## src/rtl/mem_stage_pkg.sv

```systemverilog
// Shared types and constants for the MIPS-lite memory-access stage.
package mem_stage_pkg;

  localparam int DATA_W = 32;
  localparam int ADDR_W = 32;
  localparam int REG_W  = 5;

  // Low address bits that must be zero for a word access.
  localparam logic [1:0] WORD_ALIGN_MASK = 2'b11;

  typedef enum logic [1:0] {
    RUN    = 2'd0,
    DRAIN  = 2'd1,
    HALTED = 2'd2
  } haltState_t;

  // EX/MEM pipeline register contents.
  typedef struct packed {
    logic              valid;
    logic              memRead;
    logic              memWrite;
    logic              regWrite;
    logic              halt;
    logic [REG_W-1:0]  destReg;
    logic [DATA_W-1:0] aluResult;
    logic [DATA_W-1:0] storeData;
  } exMem_t;

  // MEM/WB pipeline register contents.
  typedef struct packed {
    logic              valid;
    logic              regWrite;
    logic              halt;
    logic [REG_W-1:0]  destReg;
    logic [DATA_W-1:0] data;
  } memWb_t;

  function automatic logic is_word_aligned(input logic [1:0] addr_low);
    return (addr_low & WORD_ALIGN_MASK) == 2'b00;
  endfunction

endpackage

```

## src/rtl/mem_stage_if.sv

```systemverilog
// Bundle of the EX-side inputs, dataMemory port and MEM/WB outputs of mem_stage.
// Handshake: exValid qualifies the EX payload in every cycle; the stage never
// applies back-pressure, so an instruction transfers on each posedge where
// exValid=1, flush=0 and the stage is running. wbValid qualifies the MEM/WB
// payload in the same way and writeback never stalls.
interface mem_stage_if #(
  parameter int DATAPATH_WIDTH = mem_stage_pkg::DATA_W,
  parameter int ADDRESS_WIDTH  = mem_stage_pkg::ADDR_W,
  parameter int REG_ADDR_WIDTH = mem_stage_pkg::REG_W
);
  logic                      exValid;
  logic [DATAPATH_WIDTH-1:0] exAluResult;
  logic [DATAPATH_WIDTH-1:0] exStoreData;
  logic [REG_ADDR_WIDTH-1:0] exDestReg;
  logic                      exMemRead;
  logic                      exMemWrite;
  logic                      exRegWrite;
  logic                      exHalt;
  logic                      flush;

  logic                      memWriteEnable;
  logic [ADDRESS_WIDTH-1:0]  memAddress;
  logic [DATAPATH_WIDTH-1:0] memDataIn;
  logic [DATAPATH_WIDTH-1:0] memDataOut;

  logic                      wbValid;
  logic                      wbRegWrite;
  logic [REG_ADDR_WIDTH-1:0] wbDestReg;
  logic [DATAPATH_WIDTH-1:0] wbData;
  logic [REG_ADDR_WIDTH-1:0] memBusyDest;
  logic                      memBusyValid;
  logic                      halted;
  logic                      misalignedAccess;
  logic [31:0]               loadCount;
  logic [31:0]               storeCount;

  // Pipeline / memory environment side.
  modport master (
    output exValid, exAluResult, exStoreData, exDestReg,
    output exMemRead, exMemWrite, exRegWrite, exHalt, flush,
    output memDataOut,
    input  memWriteEnable, memAddress, memDataIn,
    input  wbValid, wbRegWrite, wbDestReg, wbData,
    input  memBusyDest, memBusyValid, halted, misalignedAccess,
    input  loadCount, storeCount
  );

  // The memory stage itself.
  modport slave (
    input  exValid, exAluResult, exStoreData, exDestReg,
    input  exMemRead, exMemWrite, exRegWrite, exHalt, flush,
    input  memDataOut,
    output memWriteEnable, memAddress, memDataIn,
    output wbValid, wbRegWrite, wbDestReg, wbData,
    output memBusyDest, memBusyValid, halted, misalignedAccess,
    output loadCount, storeCount
  );
endinterface

```

## src/rtl/mem_stage_access_counter.sv

```systemverilog
// Free-running wrapping event counter with an increment enable.
module access_counter #(
  parameter int WIDTH = 32
) (
  input  logic             clk,
  input  logic             reset,
  input  logic             en_i,
  output logic [WIDTH-1:0] count_o
);
  logic [WIDTH-1:0] count_q;

  // Count one event per enabled cycle; wraps naturally at 2^WIDTH.
  always_ff @(posedge clk or posedge reset) begin
    if (reset)     count_q <= '0;
    else if (en_i) count_q <= count_q + 1'b1;
  end

  assign count_o = count_q;
endmodule

```

## src/rtl/mem_stage.sv

```systemverilog
// MEM stage: EX/MEM register, dataMemory drive, MEM/WB register, halt drain
// state machine and load/store retirement counters.
module mem_stage
  import mem_stage_pkg::*;
#(
  parameter int DATAPATH_WIDTH = DATA_W,
  parameter int ADDRESS_WIDTH  = ADDR_W,
  parameter int REG_ADDR_WIDTH = REG_W
) (
  input  logic        clk,
  input  logic        reset,
  mem_stage_if.slave  bus,
  output haltState_t  dbgState
);
  exMem_t     exmem_d, exmem_q;
  memWb_t     memwb_d, memwb_q;
  haltState_t state_q;
  logic       halted_q;
  logic       misaligned_q;
  logic       aligned;
  logic       load_ok;
  logic       store_ok;
  logic       misaligned_now;

  // EX/MEM next value: a bubble whenever flushed or no longer running.
  always_comb begin
    exmem_d = '0;
    if (!bus.flush && state_q == RUN) begin
      exmem_d.valid     = bus.exValid;
      exmem_d.memRead   = bus.exMemRead;
      exmem_d.memWrite  = bus.exMemWrite;
      exmem_d.regWrite  = bus.exRegWrite;
      exmem_d.halt      = bus.exHalt;
      exmem_d.destReg   = bus.exDestReg;
      exmem_d.aluResult = bus.exAluResult;
      exmem_d.storeData = bus.exStoreData;
    end
  end

  assign aligned        = is_word_aligned(exmem_q.aluResult[1:0]);
  assign load_ok        = exmem_q.valid & exmem_q.memRead & aligned;
  assign store_ok       = exmem_q.valid & exmem_q.memWrite & aligned;
  assign misaligned_now = exmem_q.valid & (exmem_q.memRead | exmem_q.memWrite) & ~aligned;

  // MEM/WB next value; a misaligned load returns zero instead of memory data.
  always_comb begin
    memwb_d          = '0;
    memwb_d.valid    = exmem_q.valid;
    memwb_d.regWrite = exmem_q.valid & exmem_q.regWrite;
    memwb_d.halt     = exmem_q.valid & exmem_q.halt;
    memwb_d.destReg  = exmem_q.destReg;
    if (exmem_q.memRead) memwb_d.data = aligned ? bus.memDataOut : '0;
    else                 memwb_d.data = exmem_q.aluResult;
  end

  // Pipeline registers advance every cycle.
  always_ff @(posedge clk or posedge reset) begin
    if (reset) begin
      exmem_q <= '0;
      memwb_q <= '0;
    end else begin
      exmem_q <= exmem_d;
      memwb_q <= memwb_d;
    end
  end

  // Sticky misalignment flag, cleared only by reset.
  always_ff @(posedge clk or posedge reset) begin
    if (reset)               misaligned_q <= 1'b0;
    else if (misaligned_now) misaligned_q <= 1'b1;
  end

  // Halt drain: stop accepting work after HALT, finish once it leaves MEM/WB.
  always_ff @(posedge clk or posedge reset) begin
    if (reset) begin
      state_q  <= RUN;
      halted_q <= 1'b0;
    end else begin
      case (state_q)
        RUN: begin
          if (bus.exValid && bus.exHalt && !bus.flush) state_q <= DRAIN;
        end
        DRAIN: begin
          if (memwb_q.valid && memwb_q.halt) begin
            state_q  <= HALTED;
            halted_q <= 1'b1;
          end
        end
        HALTED: begin
          state_q  <= HALTED;
          halted_q <= 1'b1;
        end
        default: begin
          state_q  <= RUN;
          halted_q <= 1'b0;
        end
      endcase
    end
  end

  access_counter #(.WIDTH(32)) u_load_cnt (
    .clk     (clk),
    .reset   (reset),
    .en_i    (load_ok),
    .count_o (bus.loadCount)
  );

  access_counter #(.WIDTH(32)) u_store_cnt (
    .clk     (clk),
    .reset   (reset),
    .en_i    (store_ok),
    .count_o (bus.storeCount)
  );

  assign bus.memWriteEnable   = store_ok;
  assign bus.memAddress       = ADDRESS_WIDTH'(exmem_q.aluResult);
  assign bus.memDataIn        = DATAPATH_WIDTH'(exmem_q.storeData);
  assign bus.wbValid          = memwb_q.valid;
  assign bus.wbRegWrite       = memwb_q.regWrite;
  assign bus.wbDestReg        = REG_ADDR_WIDTH'(memwb_q.destReg);
  assign bus.wbData           = DATAPATH_WIDTH'(memwb_q.data);
  assign bus.memBusyDest      = REG_ADDR_WIDTH'(exmem_q.destReg);
  assign bus.memBusyValid     = exmem_q.valid & exmem_q.regWrite;
  assign bus.halted           = halted_q;
  assign bus.misalignedAccess = misaligned_q;
  assign dbgState             = state_q;
endmodule

```

## src/flat_wrapper.sv

```systemverilog
// flat-port wrapper written by rule: the top's interface ports become plain ports
module mem_stage_flat import mem_stage_pkg::*;
#(
  parameter int DATAPATH_WIDTH = DATA_W,
  parameter int ADDRESS_WIDTH  = ADDR_W,
  parameter int REG_ADDR_WIDTH = REG_W
)
  (clk, reset, dbgState, bus_exValid, bus_exAluResult, bus_exStoreData, bus_exDestReg, bus_exMemRead, bus_exMemWrite, bus_exRegWrite, bus_exHalt, bus_flush, bus_memDataOut, bus_memWriteEnable, bus_memAddress, bus_memDataIn, bus_wbValid, bus_wbRegWrite, bus_wbDestReg, bus_wbData, bus_memBusyDest, bus_memBusyValid, bus_halted, bus_misalignedAccess, bus_loadCount, bus_storeCount);
  mem_stage_if #(.DATAPATH_WIDTH(DATAPATH_WIDTH), .ADDRESS_WIDTH(ADDRESS_WIDTH), .REG_ADDR_WIDTH(REG_ADDR_WIDTH)) bus_i ();
  input  logic clk;
  input  logic reset;
  output haltState_t dbgState;
  input wire logic [$bits(bus_i.exValid)-1:0] bus_exValid;
  input wire logic [$bits(bus_i.exAluResult)-1:0] bus_exAluResult;
  input wire logic [$bits(bus_i.exStoreData)-1:0] bus_exStoreData;
  input wire logic [$bits(bus_i.exDestReg)-1:0] bus_exDestReg;
  input wire logic [$bits(bus_i.exMemRead)-1:0] bus_exMemRead;
  input wire logic [$bits(bus_i.exMemWrite)-1:0] bus_exMemWrite;
  input wire logic [$bits(bus_i.exRegWrite)-1:0] bus_exRegWrite;
  input wire logic [$bits(bus_i.exHalt)-1:0] bus_exHalt;
  input wire logic [$bits(bus_i.flush)-1:0] bus_flush;
  input wire logic [$bits(bus_i.memDataOut)-1:0] bus_memDataOut;
  output wire logic [$bits(bus_i.memWriteEnable)-1:0] bus_memWriteEnable;
  output wire logic [$bits(bus_i.memAddress)-1:0] bus_memAddress;
  output wire logic [$bits(bus_i.memDataIn)-1:0] bus_memDataIn;
  output wire logic [$bits(bus_i.wbValid)-1:0] bus_wbValid;
  output wire logic [$bits(bus_i.wbRegWrite)-1:0] bus_wbRegWrite;
  output wire logic [$bits(bus_i.wbDestReg)-1:0] bus_wbDestReg;
  output wire logic [$bits(bus_i.wbData)-1:0] bus_wbData;
  output wire logic [$bits(bus_i.memBusyDest)-1:0] bus_memBusyDest;
  output wire logic [$bits(bus_i.memBusyValid)-1:0] bus_memBusyValid;
  output wire logic [$bits(bus_i.halted)-1:0] bus_halted;
  output wire logic [$bits(bus_i.misalignedAccess)-1:0] bus_misalignedAccess;
  output wire logic [$bits(bus_i.loadCount)-1:0] bus_loadCount;
  output wire logic [$bits(bus_i.storeCount)-1:0] bus_storeCount;
  assign bus_i.exValid = bus_exValid;
  assign bus_i.exAluResult = bus_exAluResult;
  assign bus_i.exStoreData = bus_exStoreData;
  assign bus_i.exDestReg = bus_exDestReg;
  assign bus_i.exMemRead = bus_exMemRead;
  assign bus_i.exMemWrite = bus_exMemWrite;
  assign bus_i.exRegWrite = bus_exRegWrite;
  assign bus_i.exHalt = bus_exHalt;
  assign bus_i.flush = bus_flush;
  assign bus_i.memDataOut = bus_memDataOut;
  assign bus_memWriteEnable = bus_i.memWriteEnable;
  assign bus_memAddress = bus_i.memAddress;
  assign bus_memDataIn = bus_i.memDataIn;
  assign bus_wbValid = bus_i.wbValid;
  assign bus_wbRegWrite = bus_i.wbRegWrite;
  assign bus_wbDestReg = bus_i.wbDestReg;
  assign bus_wbData = bus_i.wbData;
  assign bus_memBusyDest = bus_i.memBusyDest;
  assign bus_memBusyValid = bus_i.memBusyValid;
  assign bus_halted = bus_i.halted;
  assign bus_misalignedAccess = bus_i.misalignedAccess;
  assign bus_loadCount = bus_i.loadCount;
  assign bus_storeCount = bus_i.storeCount;
  mem_stage #(.DATAPATH_WIDTH(DATAPATH_WIDTH), .ADDRESS_WIDTH(ADDRESS_WIDTH), .REG_ADDR_WIDTH(REG_ADDR_WIDTH)) u_core (.clk(clk), .reset(reset), .bus(bus_i), .dbgState(dbgState));
endmodule
```

## config.mk

```make
export PLATFORM = sky130hd
export DESIGN_NAME = mem_stage_flat
export DESIGN_NICKNAME = d
export VERILOG_FILES = /design/src/rtl/mem_stage_pkg.sv /design/src/rtl/mem_stage_if.sv /design/src/rtl/mem_stage_access_counter.sv /design/src/rtl/mem_stage.sv /design/src/flat_wrapper.sv
export SDC_FILE = /design/constraint.sdc
export NUM_CORES = 1
export LEC_CHECK = 0
export ABC_AREA = 1
export CAP_MARGIN = 20
export CORE_ASPECT_RATIO = 1.1
export CORE_UTILIZATION = 40
export DETAILED_ROUTE_END_ITERATION = 7
export PLACE_DENSITY = 0.83
export SLEW_MARGIN = 20
export SYNTH_ARGS = -nofsm -noshare
export SYNTH_HDL_FRONTEND = slang
export SYNTH_SLANG_ARGS = --single-unit
```

## constraint.sdc

```tcl
create_clock -name clk -period 15.3 [get_ports clk]
set_input_delay 3.06 -clock clk [delete_from_list [all_inputs] [get_ports clk]]
set_output_delay 3.06 -clock clk [all_outputs]
set_load 0.005 [all_outputs]
```

==> results of run 1 <==
==> worst reg2reg max path: stages, from the launching register on <==
cell,delay [ns]
dfrtp_2,1.05
nand2_2,0.20
nor2_4,0.26
nand2_1,0.15
nor2_2,0.23
nand2_1,0.10
xor2_1,0.15
==> cell type report <==
cell class	instances	area [sq um]	area share
repair buffers	288	2880	0.249
clock inverters	14	196	0.0170
inverters	179	679	0.0587
clock buffers	18	429	0.0371
flip-flops and latches	182	4560	0.393
well taps	285	357	0.0308
multi-input cells	485	2480	0.215
==> worst paths after layout <==
kind / start / slack [ns] / endpoint
setup / recovery: u_core.bus.memAddress[0] / 10.36 / bus_memWriteEnable
hold / removal: u_core.bus.memBusyDest[2] / 0.37 / u_core.bus.wbDestReg[2]
setup reg to reg: u_core.exmem_q[72] / 13.06 / u_core.u_load_cnt.count_o[13]
hold reg to reg: u_core.bus.memBusyDest[2] / 0.37 / u_core.bus.wbDestReg[2]
max in group asynchronous: reset / 10.76 / u_core.bus.memDataIn[8]
min in group asynchronous: reset / 3.22 / u_core.u_load_cnt.count_o[11]
==> flip-flops by register name, summed over array words and instances, names as in the netlist <==
name                         count
u_core.bus.memAddress           32
u_core.dbgState                  2
u_core.bus.halted                1
u_core.bus.wbDestReg             5
u_core.u_load_cnt.count_o       32
u_core.bus.misalignedAccess      1
u_core.bus.memDataIn            32
u_core.bus.memBusyDest           5
u_core.u_store_cnt.count_o      32
u_core.bus.wbData               32
u_core.bus.wbValid               1
u_core.memwb_q                   1
u_core.bus.wbRegWrite            1
u_core.exmem_q                   5
==> synth_stat cells, drive strengths merged (4+ instances only) <==
library cell and count:
nand3 69, xor2 20, nand2 154, buf 109
nand4 19, inv 179, clkbuf 16, nor2 146
xnor2 18, ha 4, dfrtp 182, o21ai 39
nor3 8
==> per-layer routing <==
layer	vias to the layer above	global-route usage
li1	3171	-
met1	3101	0.248
met4	0	0.0794
met2	239	0.335
met3	41	0.0519
met5	-	0
==> report_power, final <==
group,internal [W],total [W],switching [W]
clock network,0.000275,0.000466,0.000191
registers,0.000481,0.000481,0
logic,0.0000255,0.0000424,0.0000168
==> through the flow <==
step | hold slack [ns] | setup WS [ns] | instances
after floorplan | 0.355 | 7.30 | 971
after global placement | 0.362 | 10.28 | 1419
after detailed placement | 0.360 | 10.21 | 1419
after CTS | 0.374 | 10.34 | 1451
after global routing | 0.387 | 10.25 | 1451
final | 0.371 | 10.36 | 1451
==> cells by family (layout without fill, tap and decap cells) <==
group | after synthesis | after routing | synth area share
adders and majority gates | 4 | 4 | 0.00583
AOI/OAI and AO/OA | 41 | 41 | 0.0242
xor gates and xnor gates | 38 | 38 | 0.0388
DFF | 182 | 182 | 0.531
buffers and inverters | 304 | 499 | 0.180
and+or+nand+nor | 402 | 402 | 0.220
==> reports/metrics.cfg, run 1 <==
[grt]
antenna_found_initial = 0
grt_pass1_vias = 6455
globalRouteOverflowTotal = 0
grt_pass1_wl_microns = 33800
track_usage = 0.200
grt_max_degree = 124

[layout]
postLayoutCoreUtil = 0.557
layout_common_cells = 286 x clkdlybuf4s50_1, 181 x dfrtp_1, 177 x inv_1, 143 x nand2_1, 124 x nor2_1
num_antenna_cells = 0
drive_gt1_frac = 0.0660
mostFrequentLayoutCell = clkdlybuf4s50_1
syn_to_final_growth_pct = 34.9
fillers = 1835
design_area_sq_um = 11600
final_nets = 1266

[die]
die_y_microns = 156
start_util = 0.413
io_pins = 287
die-area_sq_um = 22100
die_w_microns = 142
core_area_sq_um = 20800
rows = 55

[critical_path]
critPathSlowestCell = clkdlybuf4s50_1
start_kind = flop
path_buf_inv = 2
crit_cells = 4
critPathMaxFanout = 12
path_class = flop to output port
critPathTopFamily = buffers and inverters
rr_worst_depth = 6
crit_arrival_ns = 1.88
slowest_delay_ns = 0.57
path_cells = inv_1 > nand2_2 > nor2_4 > clkdlybuf4s50_1
critPathCaptureType = output port
crit_required_ns = 12.24

[logic_synthesis]
yosysTopAreaCellShare = 0.531
async_flop_share = 1.00
synthDistinctLibCells = 33
synth_area_sq_um = 8580
synth-seq-cells = 182
yosys_warnings = 0
synth_edf_count = 0
synth_nets = 1084
synth_cells = 971
synth-seq-area-share = 0.531
avgSynthCellArea_sq_um = 8.84
yosys.area.top_type = dfrtp_1
ys_dominant_reg_cell = dfrtp_1
synth_area_leaders = dfrtp_1 53%, buf_4 9.3%, inv_1 7.8%

[sta]
post-route-min-period_ns = 4.94
period_share = 0.323
rsz0062_at_grt = false
slew-limit-headroom = 0.272
finalClockSkew_ns = 0.0101
tightest_slew_ns = 1.09
setup_viol = 0
hold_violations = 0
maxSlewViolCount = 0
clock.fmax_mhz = 202
fin_setup_tns_ns = 0

[clock_network]
post_cts_resized = 0
cts_tree = built
cts_hold_buf = 0
cts_sinks = 182
cts.reportedPaths.clkPinSlew_ns = 0.07
cts_buffers = 17
clk_latency_ns = 0.42
cts_root_buffer = clkbuf_16
cts.htree.levels = 4
post_cts_buffers = 0
cts_buffer_depth = 2

[power]
power_per_cell_area_nw_per_um2 = 85.4
power_leakage_nw = 5.56
p_total_w = 0.000989
peakVddDrop_v = 0.0000684

[detailed_routing]
wl_microns = 21200
dr_wl_met3_microns = 1370
final_antenna_net_count = 0
drtPass1Iterations = 5
route.met2.wl_microns = 10500
drt-wirelength-per-cell_microns = 14.6
vias = 6552
m1WireLength_microns = 8730
drcViolationCount = 0
drt_iter0_markers = 322
viasPerCell = 4.52
dr.max_layer_used = met4

[run_status]
status = finished clean

[place]
place_congestion = 0.929
place_area_sq_um = 11000
dpl.hpwl_microns = 16100
portBuffers = 286

[run]
cap_violations = 0

[worst_hold_path]
hold_class = flop to flop
worst_hold_path.num_cells = 0

No activity file was read; power rests on OpenSTA's default activity.
==> run 2: changes to the inputs <==
==> constraint.sdc (replaced) <==
create_clock -name clk -period 4.9 [get_ports clk]
set_input_delay 0.98 -clock clk [delete_from_list [all_inputs] [get_ports clk]]
set_output_delay 0.98 -clock clk [all_outputs]
set_load 0.005 [all_outputs]
==> reports/metrics.cfg, run 2 (synthesis gave the netlist of run 1 again) <==
[clock_network]
clk_latency_ns = 0.42
cts_tree = built
cts.reportedPaths.clkPinSlew_ns = 0.07
cts_buffers = 17
post_cts_buffers = 0
cts_buffer_depth = 2
cts_root_buffer = clkbuf_16
post_cts_resized = 0
cts_sinks = 182
cts_hold_buf = 0
cts.htree.levels = 4

[detailed_routing]
vias = 6487
wl_microns = 21100
drcViolationCount = 0
drtPass1Iterations = 4
final_antenna_net_count = 0
drt_iter0_markers = 258
viasPerCell = 4.47
drt-wirelength-per-cell_microns = 14.5

[sta]
tightest_slew_ns = 0.941
period_share = 0.585
maxSlewViolCount = 0
hold_violations = 0
rsz0062_at_grt = false
slew-limit-headroom = 0.371
post-route-min-period_ns = 2.87
setup_viol = 0
fin_setup_tns_ns = 0
finalClockSkew_ns = 0.0116
clock.fmax_mhz = 349
whs_ns = 0.380

[critical_path]
path_buf_inv = 1
crit_required_ns = 3.92
path_cells = nand2_2 > nor2_4 > clkdlybuf4s50_1
critPathSlowestCell = clkdlybuf4s50_1
slowest_delay_ns = 0.57
start_kind = flop
critPathTopFamily = buffers and inverters
crit_arrival_ns = 1.89
critPathMaxFanout = 12
path_class = flop to output port
critPathCaptureType = output port

[layout]
drive_gt1_frac = 0.0668
layout_common_cells = 286 x clkdlybuf4s50_1, 181 x dfrtp_1, 177 x inv_1, 143 x nand2_1, 124 x nor2_1
mostFrequentLayoutCell = clkdlybuf4s50_1
num_antenna_cells = 0
syn_to_final_growth_pct = 34.7
final_nets = 1267

[die]
rows = 55
die_w_microns = 142
die-area_sq_um = 22100
core_area_sq_um = 20800
io_pins = 287
start_util = 0.413
die_y_microns = 156

[power]
power_per_cell_area_nw_per_um2 = 259
peakVddDrop_v = 0.000208
p_sw_frac = 0.226
p_seq_frac = 0.502
clockPowerShare = 0.454
switchingPower_w = 0.000677
internal_power_w = 0.00232
combPwrFrac = 0.044
power_leakage_nw = 5.55

[grt]
antenna_found_initial = 0
grt_pass1_vias = 6430
globalRouteOverflowTotal = 0
track_usage = 0.200
grt_max_degree = 125
grt_pass1_wl_microns = 33600

[run]
cap_violations = 0

[place]
portBuffers = 286
place_congestion = 0.902
dpl.hpwl_microns = 16100

[worst_hold_path]
hold_class = flop to flop

[run_status]
status = finished clean

run 2: cell types whose count changed in the layout (fill, tap and decap cells not counted), moves of 2 or more:
cell        previous run  this run
clkinvlp_4             3         6
bufinv_16              4         1
inv_6                  3         0
clkinv_2               2         0
inv_8                  1         5
run 2: worst paths after layout:
kind / depth (start not counted) / slack (ns) / end / startpoint
setup reg to reg: 8 / 2.86 / u_core.u_load_cnt.count_o[17] / u_core.bus.memAddress[1]
setup / recovery: 3 / 2.03 / bus_memWriteEnable / u_core.exmem_q[73]
min in group asynchronous: 2 / 0.90 / u_core.u_load_cnt.count_o[18] / reset
hold reg to reg: 0 / 0.38 / u_core.bus.wbDestReg[2] / u_core.bus.memBusyDest[2]
max in group asynchronous: 3 / 3.00 / u_core.bus.memAddress[18] / reset
hold / removal: 0 / 0.38 / u_core.bus.wbDestReg[2] / u_core.bus.memBusyDest[2]
run 2: stage by stage:
step / setup WS, ns / area (sq um) / power, W / cells / utilization
2_1_floorplan: 1.58 / 8590 / 0.00156 / 971 / -
3_3_place_gp: 1.99 / 11000 / 0.00166 / 1420 / 0.528
3_5_place_dp: 2.35 / 11000 / 0.00166 / 1420 / 0.528
4_1_cts: 1.99 / 11600 / 0.00302 / 1452 / 0.556
5_1_grt: 1.92 / 11600 / 0.00311 / 1452 / 0.556
6_report: 2.03 / 11600 / 0.00299 / 1452 / 0.556
run 2: area by class of cell:
class                      count  area, sq um
sequential                   182         4560
inverter                     179          676
timing repair buffer         289         2900
clock inverter                13          141
tap                          285          357
multi-input combinational    485         2490
fill                        1847         9220
clock buffer                  19          443
run 2: power groups by stage:
stage                     combinational (W)  clock (W)  sequential [W]
after floorplan                   0.0000334          0         0.00153
after global placement             0.000133          0         0.00153
after detailed placement           0.000134          0         0.00153
after CTS                          0.000135    0.00139         0.00150
after global routing               0.000148    0.00146         0.00150
final                              0.000132    0.00136         0.00150
run 2: metal layers:
layer	vias up	wire length, microns	track usage
li1	3180	-	-
met1	3050	8700	0.244
met2	211	10400	0.334
met3	46	1280	0.0473
met4	0	704	0.0963
met5	-	0	0
==> run 3: changes to the inputs <==
--- a/config.mk
+++ b/config.mk
@@ -10,7 +10,7 @@
 export CORE_ASPECT_RATIO = 1.1
 export CORE_UTILIZATION = 40
 export DETAILED_ROUTE_END_ITERATION = 7
-export PLACE_DENSITY = 0.83
+export PLACE_DENSITY = 0.86
 export SLEW_MARGIN = 20
 export SYNTH_ARGS = -nofsm -noshare
 export SYNTH_HDL_FRONTEND = slang
==> constraint.sdc (replaced) <==
create_clock -name clk -period 2.3 [get_ports clk]
set_input_delay 0.46 -clock clk [delete_from_list [all_inputs] [get_ports clk]]
set_output_delay 0.46 -clock clk [all_outputs]
set_load 0.005 [all_outputs]
==> reports/metrics.cfg, run 3 (synthesis gave the netlist of run 1 again) <==
[layout]
layout_common_cells = 286 x clkdlybuf4s50_1, 181 x dfrtp_1, 177 x inv_1, 143 x nand2_1, 124 x nor2_1
drive_gt1_frac = 0.0732
syn_to_final_growth_pct = 36.2
mostFrequentLayoutCell = clkdlybuf4s50_1
regArea_sq_um = 4560
fillers = 1800
final_nets = 1275
multi_input_area_sq_um = 2480

[sta]
hold_violations = 0
post-route-min-period_ns = 2.14
setup_viol = 0
period_share = 0.929
slew-limit-headroom = 0.598
tightest_slew_ns = 0.603
maxSlewViolCount = 0
fin_setup_tns_ns = 0
finalClockSkew_ns = 0.0128
clock.fmax_mhz = 468
rsz0062_at_grt = false

[critical_path]
path_cells = inv_1 > nand2_2 > nor2_4 > clkdlybuf4s50_1
path_class = flop to output port
slowest_delay_ns = 0.51
critPathSlowestCell = clkdlybuf4s50_1
critPathMaxFanout = 3
crit_required_ns = 1.84
crit_arrival_ns = 1.68
start_kind = flop
critPathCaptureType = output port

[clock_network]
cts_root_buffer = clkbuf_16
cts_buffers = 17
cts.htree.levels = 4
clk_latency_ns = 0.42
cts_tree = built
cts_buffer_depth = 2
post_cts_buffers = 0
cts_hold_buf = 0
cts_sinks = 182
post_cts_resized = 0
cts.reportedPaths.clkPinSlew_ns = 0.07

[power]
p_total_w = 0.00650
power_per_cell_area_nw_per_um2 = 556
power_leakage_nw = 5.62
peakVddDrop_v = 0.000458

[die]
die_y_microns = 156
rows = 55
die-area_sq_um = 22100
die_w_microns = 142
core_area_sq_um = 20800
io_pins = 287
start_util = 0.413

[place]
portBuffers = 286
dpl.hpwl_microns = 16800
place_congestion = 0.917

[detailed_routing]
drcViolationCount = 0
viasPerCell = 4.46
vias = 6523
drt_iter0_markers = 294
drt-wirelength-per-cell_microns = 14.8
final_antenna_net_count = 0
wl_microns = 21600
drtPass1Iterations = 6

[grt]
globalRouteOverflowTotal = 0
antenna_found_initial = 2
grt_pass1_vias = 6627
grt_max_degree = 74
grt_pass1_wl_microns = 34600
track_usage = 0.206

[run_status]
status = finished clean

[run]
cap_violations = 0

[worst_hold_path]
hold_class = input port to async pin

[run 3: cell count changes in the layout (fill, tap and decap cells not counted), sizes merged]
cell	change
buf	+8
bufinv	+1
clkinv	+3
clkinvlp	-4
diode	+2
[run 3: layer usage]
metal	vias to the layer above	share of wire	track usage
met1	3088	0.41	0.242
met2	208	0.50	0.350
met5	-	0	0
met4	0	0.031	0.0891
li1	3190	-	-
met3	37	0.062	0.0605
[run 3: final cells by class]
type | count | share of cell area
timing repair buffer | 297 | 0.257
antenna | 2 | 0.000428
inverter | 179 | 0.0578
clock buffer | 19 | 0.0379
clock inverter | 13 | 0.0142
sequential | 182 | 0.390
tap | 285 | 0.0305
multi-input combinational | 485 | 0.212
[run 3: where the power goes]
part	leakage (nW)	switching [W]	internal [W]
Sequential	2.54	0	0.00320
Combinational	2.79	0.000114	0.000184
Clock	0.297	0.00133	0.00167
[run 3: critical path: cells and delay by family (launching register included)]
family,cells,cell delay (ns)
buf+inv,2,0.61
flops,1,0.42
simple gates,2,0.21
[run 3: path summary, 6_finish.rpt]
path / from / endpoint / slack, ns / cells after the start
max: u_core.bus.memAddress[0] / bus_memWriteEnable / 0.16 / 4
min: reset / u_core.u_load_cnt.count_o[8] / 0.28 / 2
max reg2reg: u_core.u_load_cnt.count_o[0] / u_core.u_load_cnt.count_o[24] / 0.70 / 8
min reg2reg: u_core.bus.memBusyDest[2] / u_core.bus.wbDestReg[2] / 0.38 / 0
max in group asynchronous: reset / u_core.u_store_cnt.count_o[15] / 1.36 / 4
min in group clk: u_core.bus.memBusyDest[2] / u_core.bus.wbDestReg[2] / 0.38 / 0
[run 3: through the flow]
stage	util	std cells	hold slack [ns]	instance area, sq um	setup slack [ns]
finish	0.563	1462	0.281	11700	0.164
global route	0.563	1461	0.265	11700	0.0522
CTS	0.562	1460	0.263	11700	0.137
detailed placement	0.533	1428	0.365	11100	0.603
global placement	0.533	1428	0.356	11100	0.630
floorplan	-	971	0.355	8590	-0.497
